<file path="src/rtl/inst_fetch_unit_pkg.sv">
// rtl/inst_fetch_unit_pkg.sv - shared constants for the instruction fetch stage
package inst_fetch_unit_pkg;

  localparam int          INST_ADDR_W = 32;
  localparam int          INST_W_DEF  = 32;
  localparam logic [31:0] PC_STEP     = 32'd4;
  localparam logic [31:0] ZERO_WORD   = 32'h0000_0000;

endpackage

</file>
<file path="src/rtl/inst_fetch_unit_fetch_queue.sv">
// rtl/inst_fetch_unit_fetch_queue.sv - prefetch FIFO holding {pc, inst} pairs
// Output reads as zero while empty so the IF/ID side sees clean zeros.
module fetch_queue #(
  parameter int DEPTH  = 2,
  parameter int DATA_W = 64
) (
  input  logic              clk,
  input  logic              rst,
  input  logic              push,
  input  logic              pop,
  input  logic              flush,
  input  logic [DATA_W-1:0] wdata,
  output logic [DATA_W-1:0] rdata,
  output logic              full,
  output logic              empty
);

  localparam int PTR_W = $clog2(DEPTH);

  logic [PTR_W-1:0]  wr_ptr;
  logic [PTR_W-1:0]  rd_ptr;
  logic [PTR_W:0]    count;
  logic [DATA_W-1:0] mem [DEPTH];
  logic              do_push;
  logic              do_pop;

  assign empty   = (count == '0);
  assign full    = (count == (PTR_W+1)'(DEPTH));
  assign do_pop  = pop & ~empty & ~flush;
  assign do_push = push & ~flush & (~full | do_pop);
  assign rdata   = empty ? '0 : mem[rd_ptr];

  always_ff @(posedge clk or posedge rst) begin
    if (rst) begin
      wr_ptr <= '0;
      rd_ptr <= '0;
      count  <= '0;
    end else if (flush) begin
      wr_ptr <= '0;
      rd_ptr <= '0;
      count  <= '0;
    end else begin
      if (do_push) wr_ptr <= wr_ptr + 1'b1;
      if (do_pop)  rd_ptr <= rd_ptr + 1'b1;
      count <= count + {{PTR_W{1'b0}}, do_push} - {{PTR_W{1'b0}}, do_pop};
    end
  end

  // Payload storage needs no reset; count gates every read.
  always_ff @(posedge clk) begin
    if (do_push) mem[wr_ptr] <= wdata;
  end

endmodule

</file>
<file path="src/rtl/inst_fetch_unit.sv">
// rtl/inst_fetch_unit.sv - IF stage: PC, inst_mem drive, prefetch queue, redirect flush
// Optional FETCH_PERF_CNT_EN adds fetch_cnt_o / flush_cnt_o performance counters.
module inst_fetch_unit
  import inst_fetch_unit_pkg::*;
#(
  parameter int              ADDR_W      = INST_ADDR_W,
  parameter int              INST_W      = INST_W_DEF,
  parameter int              QUEUE_DEPTH = 2,
  parameter logic [ADDR_W-1:0] RESET_PC  = '0
) (
  input  logic              clk,
  input  logic              rst,
  output logic [ADDR_W-1:0] inst_addr_o,
  output logic              inst_mem_ce,
  input  logic [INST_W-1:0] inst_data_i,
  input  logic              redirect_i,
  input  logic [ADDR_W-1:0] redirect_pc_i,
  output logic              id_valid_o,
  input  logic              id_ready_i,
  output logic [ADDR_W-1:0] id_pc_o,
  output logic [INST_W-1:0] id_inst_o
`ifdef FETCH_PERF_CNT_EN
  ,
  output logic [31:0]       fetch_cnt_o,
  output logic [31:0]       flush_cnt_o
`endif
);

  logic [ADDR_W-1:0]        pc;
  logic                     ce_q;
  logic                     full;
  logic                     empty;
  logic                     push;
  logic                     pop;
  logic [ADDR_W+INST_W-1:0] head;

  assign inst_addr_o = pc;
  assign inst_mem_ce = ce_q;
  assign id_valid_o  = ~empty;
  assign pop         = id_valid_o & id_ready_i;
  assign push        = ce_q & ~redirect_i & (~full | pop);
  assign id_pc_o     = head[ADDR_W+INST_W-1:INST_W];
  assign id_inst_o   = head[INST_W-1:0];

  always_ff @(posedge clk or posedge rst) begin
    if (rst) begin
      pc   <= RESET_PC;
      ce_q <= 1'b0;
    end else begin
      ce_q <= 1'b1;
      if (redirect_i)
        pc <= {redirect_pc_i[ADDR_W-1:2], 2'b00};
      else if (push)
        pc <= pc + ADDR_W'(PC_STEP);
    end
  end

  fetch_queue #(
    .DEPTH  (QUEUE_DEPTH),
    .DATA_W (ADDR_W + INST_W)
  ) u_fetch_queue (
    .clk   (clk),
    .rst   (rst),
    .push  (push),
    .pop   (pop),
    .flush (redirect_i),
    .wdata ({pc, inst_data_i}),
    .rdata (head),
    .full  (full),
    .empty (empty)
  );

`ifdef FETCH_PERF_CNT_EN
  always_ff @(posedge clk or posedge rst) begin
    if (rst) begin
      fetch_cnt_o <= '0;
      flush_cnt_o <= '0;
    end else begin
      if (push)       fetch_cnt_o <= fetch_cnt_o + 32'd1;
      if (redirect_i) flush_cnt_o <= flush_cnt_o + 32'd1;
    end
  end
`endif

endmodule

</file>
<file path="config.mk">
export PLATFORM = sky130hd
export DESIGN_NAME = inst_fetch_unit
export DESIGN_NICKNAME = d
export VERILOG_FILES = /design/src/rtl/inst_fetch_unit_pkg.sv /design/src/rtl/inst_fetch_unit_fetch_queue.sv /design/src/rtl/inst_fetch_unit.sv
export SDC_FILE = /design/constraint.sdc
export NUM_CORES = 1
export LEC_CHECK = 0
export ABC_CLOCK_PERIOD_IN_PS = 6050
export CAP_MARGIN = 25
export CORE_AREA = 5 5 129 131
export CTS_CLUSTER_SIZE = 16
export DETAILED_ROUTE_END_ITERATION = 10
export DIE_AREA = 0 0 134 136
export PLACE_DENSITY_LB_ADDON = 0.25
export SYNTH_ARGS = -nofsm -noshare
export SYNTH_HDL_FRONTEND = slang
export SYNTH_SLANG_ARGS = --single-unit
</file>
<file path="constraint.sdc">
create_clock -name clk -period 6.05 [get_ports clk]
set_clock_uncertainty 0.2 [all_clocks]
set_input_delay 0.605 -clock clk [delete_from_list [all_inputs] [get_ports clk]]
set_output_delay 0.605 -clock clk [all_outputs]
set_load 0.05 [all_outputs]
</file>
* Yosys cells after proc, flatten, opt, wreduce, memory -nomap -nowiden
Memory sizes are Yosys's and may differ from the RTL's.
Index checks and enable logic that the tools add are counted.
** Operators by class
- Add/subtract/negate cells :: 5
- Multipliers :: 0
- Divide/modulo/power cells :: 0
- $lt $le $gt $ge :: 0
- Equal/unequal tests :: 1
- Shift operators :: 0
- Multiplexer cells :: 10
- Bitwise gates (word level) :: 12
- Reduce and logical (&&, ||, !) cells :: 4
** Operator list (count)
- $mux 32 :: 2
- $mux 64 :: 1
- $add 32x3->32 const B :: 1
- $and 1x1->1 :: 7
- $mux 1 :: 6
- $reduce_bool 2->1 :: 3
- $not 1->1 :: 3
- $add 1x1->1 const B :: 2
- $add 2x1->2 :: 1
- $eq 2x2->1 const B :: 1
- $logic_not 2->1 :: 1
- $mux 2 :: 1
- $or 1x1->1 :: 2
- $sub 2x1->2 :: 1
** Word-level totals
- Register bits after elaboration :: 37
- Latch bits :: 0
- Memory bits (writable) :: 128
- Bits in read-only memories :: 0
- Output and inout port bits :: 98
- Logic and storage cells :: 38
- Memories :: 1
** Memory list
- u_fetch_queue.mem :: depth 2, width 64, read ports 1, clocked after memory_dff 0, write ports 1, RTL line inst_fetch_unit_fetch_queue.sv:23 : logic [DATA_W-1:0] mem [DEPTH];

* Depth between registers and ports, before layout
- Depth after elaboration :: 10
- Mapped depth :: 9

* Cells and area by module
From an unflattened synthesis, not the netlist that was laid out.
** Unflattened totals
- Cell total of the unflattened synthesis :: 541
- Area total of the unflattened synthesis :: 7113.1 µm²
** Modules (own cells, without submodules)
- fetch_queue :: times used 1, cells an instance 301, area each 5077.4 µm², seq. area each 3943.8 µm²
- inst_fetch_unit :: times used 1, cells an instance 240, area each 2035.7 µm², seq. area each 775.7 µm²

* Worst setup path before layout
OpenSTA, ideal clock, no wires.
- Path kind :: flip-flop to flip-flop
- Start point :: register ce_q, in the netlist inst_mem_ce
- End point :: memory u_fetch_queue.mem[0][0] (enable)
- Setup time :: 0.558 ns
- Arrival :: 5.403 ns
- Data required time :: 5.292 ns
- Setup slack :: -0.111 ns
- Cell stages (with the launch flop) :: 4
- Cells stage by stage :: dfrtp_1 -> clkbuf_1 -> nand2_1 -> nor3_1
** On the way
- Word-level cells in the longest chain between the ends :: 6
** RTL lines
- start, declared :: RTL line inst_fetch_unit.sv:30 : logic ce_q;
- start signal, assigned :: RTL line inst_fetch_unit.sv:48 : ce_q <= 1'b0;
- start signal, assigned :: RTL line inst_fetch_unit.sv:50 : ce_q <= 1'b1;
- $and 1x1->1 (2 in series) :: RTL line inst_fetch_unit.sv:41 : assign push = ce_q & ~redirect_i & (~full | pop);
- $and 1x1->1 (2 in series) :: RTL line inst_fetch_unit_fetch_queue.sv:30 : assign do_push = push & ~flush & (~full | do_pop);
- $mux 1 :: RTL line inst_fetch_unit_fetch_queue.sv:51 : if (do_push) mem[wr_ptr] <= wdata;
- $mux 1 (not written as such) :: RTL line inst_fetch_unit_fetch_queue.sv:51
- end, declared :: RTL line inst_fetch_unit_fetch_queue.sv:23
Every way passes these cells.

* Final worst setup path
- Start point :: register u_fetch_queue.count[0]
- End point :: output id_pc_o[28]
** On the way
- Word-level cells in the longest chain between the ends :: 2
** RTL lines
- start, declared :: RTL line inst_fetch_unit_fetch_queue.sv:22 : logic [PTR_W:0] count;
- start signal, assigned :: RTL line inst_fetch_unit_fetch_queue.sv:45 : count <= count + {{PTR_W{1'b0}}, do_push} - {{PTR_W{1'b0}}, do_pop};
- $logic_not 2->1 :: RTL line inst_fetch_unit_fetch_queue.sv:27 : assign empty = (count == '0);
- $mux 64 :: RTL line inst_fetch_unit_fetch_queue.sv:31 : assign rdata = empty ? '0 : mem[rd_ptr];
- end, declared :: RTL line inst_fetch_unit.sv:20 : output logic [ADDR_W-1:0] id_pc_o,
Every way passes these cells.

==> results.tsv <==
stage	metric	value	unit
status	status	finished, final reports clean	
sta	setup TNS	0	ns
sta	# setup viols final	0	
clock_tree	clock insertion delay at the later pin of the skew report	0.42	ns
placed_design	global placement routability congestion	0.7599	
setup_path	endpoint kind of the worst setup timing path	output pin	
global_route	Remaining Overflow, GRT	0	
route	routed vias	4613	
yosys	Main synth FF type	edfxtp_1	
clock_tree	Clock H-tree levels	4	
yosys	number of synthesized flops with an enable pin	124	
layout	end-of-flow core utilization	0.5916	
global_route	first-pass GRT wire length	24.45	mm
floorplanning	number of top-level design ports	166	
job	maximum capacitance violations	0	
sta	worst-margin pin slew	0.9328	ns
sta	count of pins over their slew limit	0	
route	number of remaining DRC errors	0	
global_route	via count of the first global-routing pass	4700	
sta	achievable clock frequency	0.2845	GHz
yosys	Yosys warnings	0	
setup_path	CP Buf/Inv Count	2	
clock_tree	TritonCTS clock tree	built	
power_and_ir_drop	leak pwr	3.135	nW
floorplanning	Row Count	46	
setup_path	CP max FO	44	
sta	number of hold violations in the final report	0	
sta	Period minus WS final	3.515	ns
route	First DRT Iteration DRCs	420	
floorplanning	effective utilization at floorplan	0.4362	
placed_design	DPL Wire Length	10.30	mm
route	final WL	15.66	mm
yosys	fraction of registers with async set/reset	0.2201	
layout	area growth from synthesis to layout	35.63	%
power_and_ir_drop	final total power	0.003373	W
setup_path	arrival time of the worst setup path	2.71	ns
yosys	Mapped Area	6753	µm²
setup_path	delay of the slowest cell on the worst path	0.73	ns
yosys	synthesized instance count	504	
floorplanning	total die area	18220	µm²
clock_tree	number of buffers inserted during clock tree synthesis	17	
clock_tree	buffers inserted by post-CTS timing repair	0	
hold_path	Hold Crit Class	reg2reg	
setup_path	nature of the critical path startpoint	register	
power_and_ir_drop	largest voltage drop on the vdd net	0.2060	mV
global_route	initial antenna violation count	0	
route	post-route antenna net violation count	0	
route	per-cell via count in the routed design	5.345	
placed_design	I/O Buffers	159	
yosys	post-synth cell types	34	
sta	Final Cycle Share	0.5809	
global_route	GRT Util Overall	0.1746	
clock_tree	clock sink count	159	
power_and_ir_drop	total power divided by cell area	368.3	nW/µm²
setup_path	cell family with the largest share of critical-path delay	buffers and inverters	
floorplanning	Std-Cell Core Area	15480	µm²
floorplanning	Die Span Y	136	µm
route	routed wirelength normalized by instance count	18.14	µm
yosys	FF+latch count, synth	159	
setup_path	Setup CP Type	reg2out	
clock_tree	CTS-repair resized insts	0	
setup_path	chain of cells forming the critical path	nor2_4, buf_4, nor2_1, clkdlybuf4s50_1	
layout	n_diodes	0	
sta	RSZ-0062 raised after global routing	no	
layout	nets	729	
sta	tightest slew margin relative to the limit	0.3782	
yosys	sequential fraction of the synthesis area	0.6811	
yosys	mean instance size in the synthesized netlist	13.40	µm²
layout	ratio of cells with drive above 1 in the final layout	0.06557	
setup_path	library cell contributing the largest single delay on the critical path	clkdlybuf4s50_1	
global_route	pin count of the biggest net entering global routing	63	
clock_tree	number of buffers added to fix hold violations after cts	0	
setup_path	critical path data required time	5.24	ns
clock_tree	cell at the root of the clock tree	clkbuf_16	
route	drt pass-1 iters	4	
floorplanning	chip width	134	µm
clock_tree	Longest Clk Path Bufs	2	
clock_tree	clock input transition at the sequential cells of the worst setup and hold paths	0.06	ns
-- through the flow --
step	std cells	setup slack, ns	hold WS (ns)	area [µm²]
finish	863	2.535	0.3261	9159
global placement	829	2.855	0.3164	8502
global route	863	2.383	0.3535	9159
CTS	862	2.488	0.3320	9131
detailed placement	830	2.956	0.3225	8529
floorplan	507	1.791	0.3368	6769
-- cells in the mapped netlist, drive strengths merged (3+ instances only) --
| cell | n | area [µm²] |
|---|---|---|
| edfxtp | 124 | 3724 |
| o211ai | 3 | 22.52 |
| ha | 3 | 37.54 |
| o31ai | 14 | 105.1 |
| and3 | 8 | 50.05 |
| nor2 | 86 | 322.8 |
| inv | 6 | 22.52 |
| mux2i | 63 | 630.6 |
| or3 | 4 | 25.02 |
| dfrtp | 35 | 875.8 |
| and2 | 3 | 18.77 |
| xor2 | 10 | 87.58 |
| or4 | 17 | 127.6 |
| and4 | 6 | 55.05 |
| buf | 17 | 95.09 |
| clkbuf | 17 | 63.81 |
| o21ai | 12 | 60.06 |
| nand2 | 21 | 78.83 |
| a31oi | 18 | 112.6 |
| nand4 | 16 | 115.1 |
| nand3 | 10 | 50.05 |
-- registers in the layout, summed over array words and instances, names as in the netlist --
| register | flops |
|---|---|
| u_fetch_queue.count | 2 |
| inst_addr_o | 30 |
| inst_mem_ce | 1 |
| u_fetch_queue.rd_ptr | 1 |
| u_fetch_queue.mem | 124 |
| u_fetch_queue.wr_ptr | 1 |
-- layer usage --
layer | wire [µm] | vias to the layer above | GRT usage
met5 | 0 | - | 0
met4 | 365 | 0 | 0.07771
met3 | 779 | 26 | 0.04700
met2 | 8120 | 147 | 0.2987
met1 | 6390 | 2240 | 0.2076
li1 | - | 2200 | -
-- area by class of cell --
cell class | instances | area, µm²
inverters | 6 | 22.52
clock buffers | 26 | 563.0
fillers | 1221 | 6324
clock inverters | 6 | 38.79
multi-input cells | 308 | 2007
flip-flops and latches | 159 | 4603
well taps | 192 | 240.2
repair buffers | 166 | 1684
-- cells in the final DEF (no fill, tap or decap), types with 14 or more instances in the layout --
cell type,instances
clkdlybuf4s50_1,159
nor2_1,85
clkbuf_16,20
or4_1,17
mux2i_1,63
dfrtp_1,34
o31ai_1,14
nand4_1,15
a31oi_1,18
nand2_1,21
edfxtp_1,124
-- cells by family (layout without fill, tap and decap cells) --
logic type / count (synthesis) / in the layout / synth area share
buf+inv: 40 / 204 / 0.02687
simple gates: 177 / 177 / 0.1306
other cells: 2 / 5 / 0.001112
xor+xnor: 11 / 11 / 0.01427
mux: 63 / 63 / 0.09338
fa+ha+maj: 3 / 3 / 0.005559
compound gates: 49 / 49 / 0.04706
flops: 159 / 159 / 0.6811
-- power breakdown --
| group | switching (W) | internal [W] | total [W] | leakage, nW |
|---|---|---|---|---|
| clock network | 0.000409 | 0.000643 | 0.00105 | 0.299 |
| logic | 0.000650 | 0.000335 | 0.000985 | 1.29 |
| registers | 0.0000745 | 0.00126 | 0.00134 | 1.54 |
-- final timing paths --
| check | from | endpoint | slack [ns] | cells past startpoint |
|---|---|---|---|---|
| min in group asynchronous | rst | inst_addr_o[24] | 0.38 | 3 |
| max in group asynchronous | rst | u_fetch_queue.rd_ptr | 4.90 | 3 |
| min reg2reg | inst_addr_o[31] | u_fetch_queue.mem[0][63] | 0.33 | 0 |
| max | u_fetch_queue.count[0] | id_pc_o[28] | 2.54 | 4 |
| min | inst_addr_o[31] | u_fetch_queue.mem[0][63] | 0.33 | 0 |
| max reg2reg | inst_addr_o[2] | inst_addr_o[24] | 3.60 | 4 |
No activity file was read; power rests on OpenSTA's default activity.
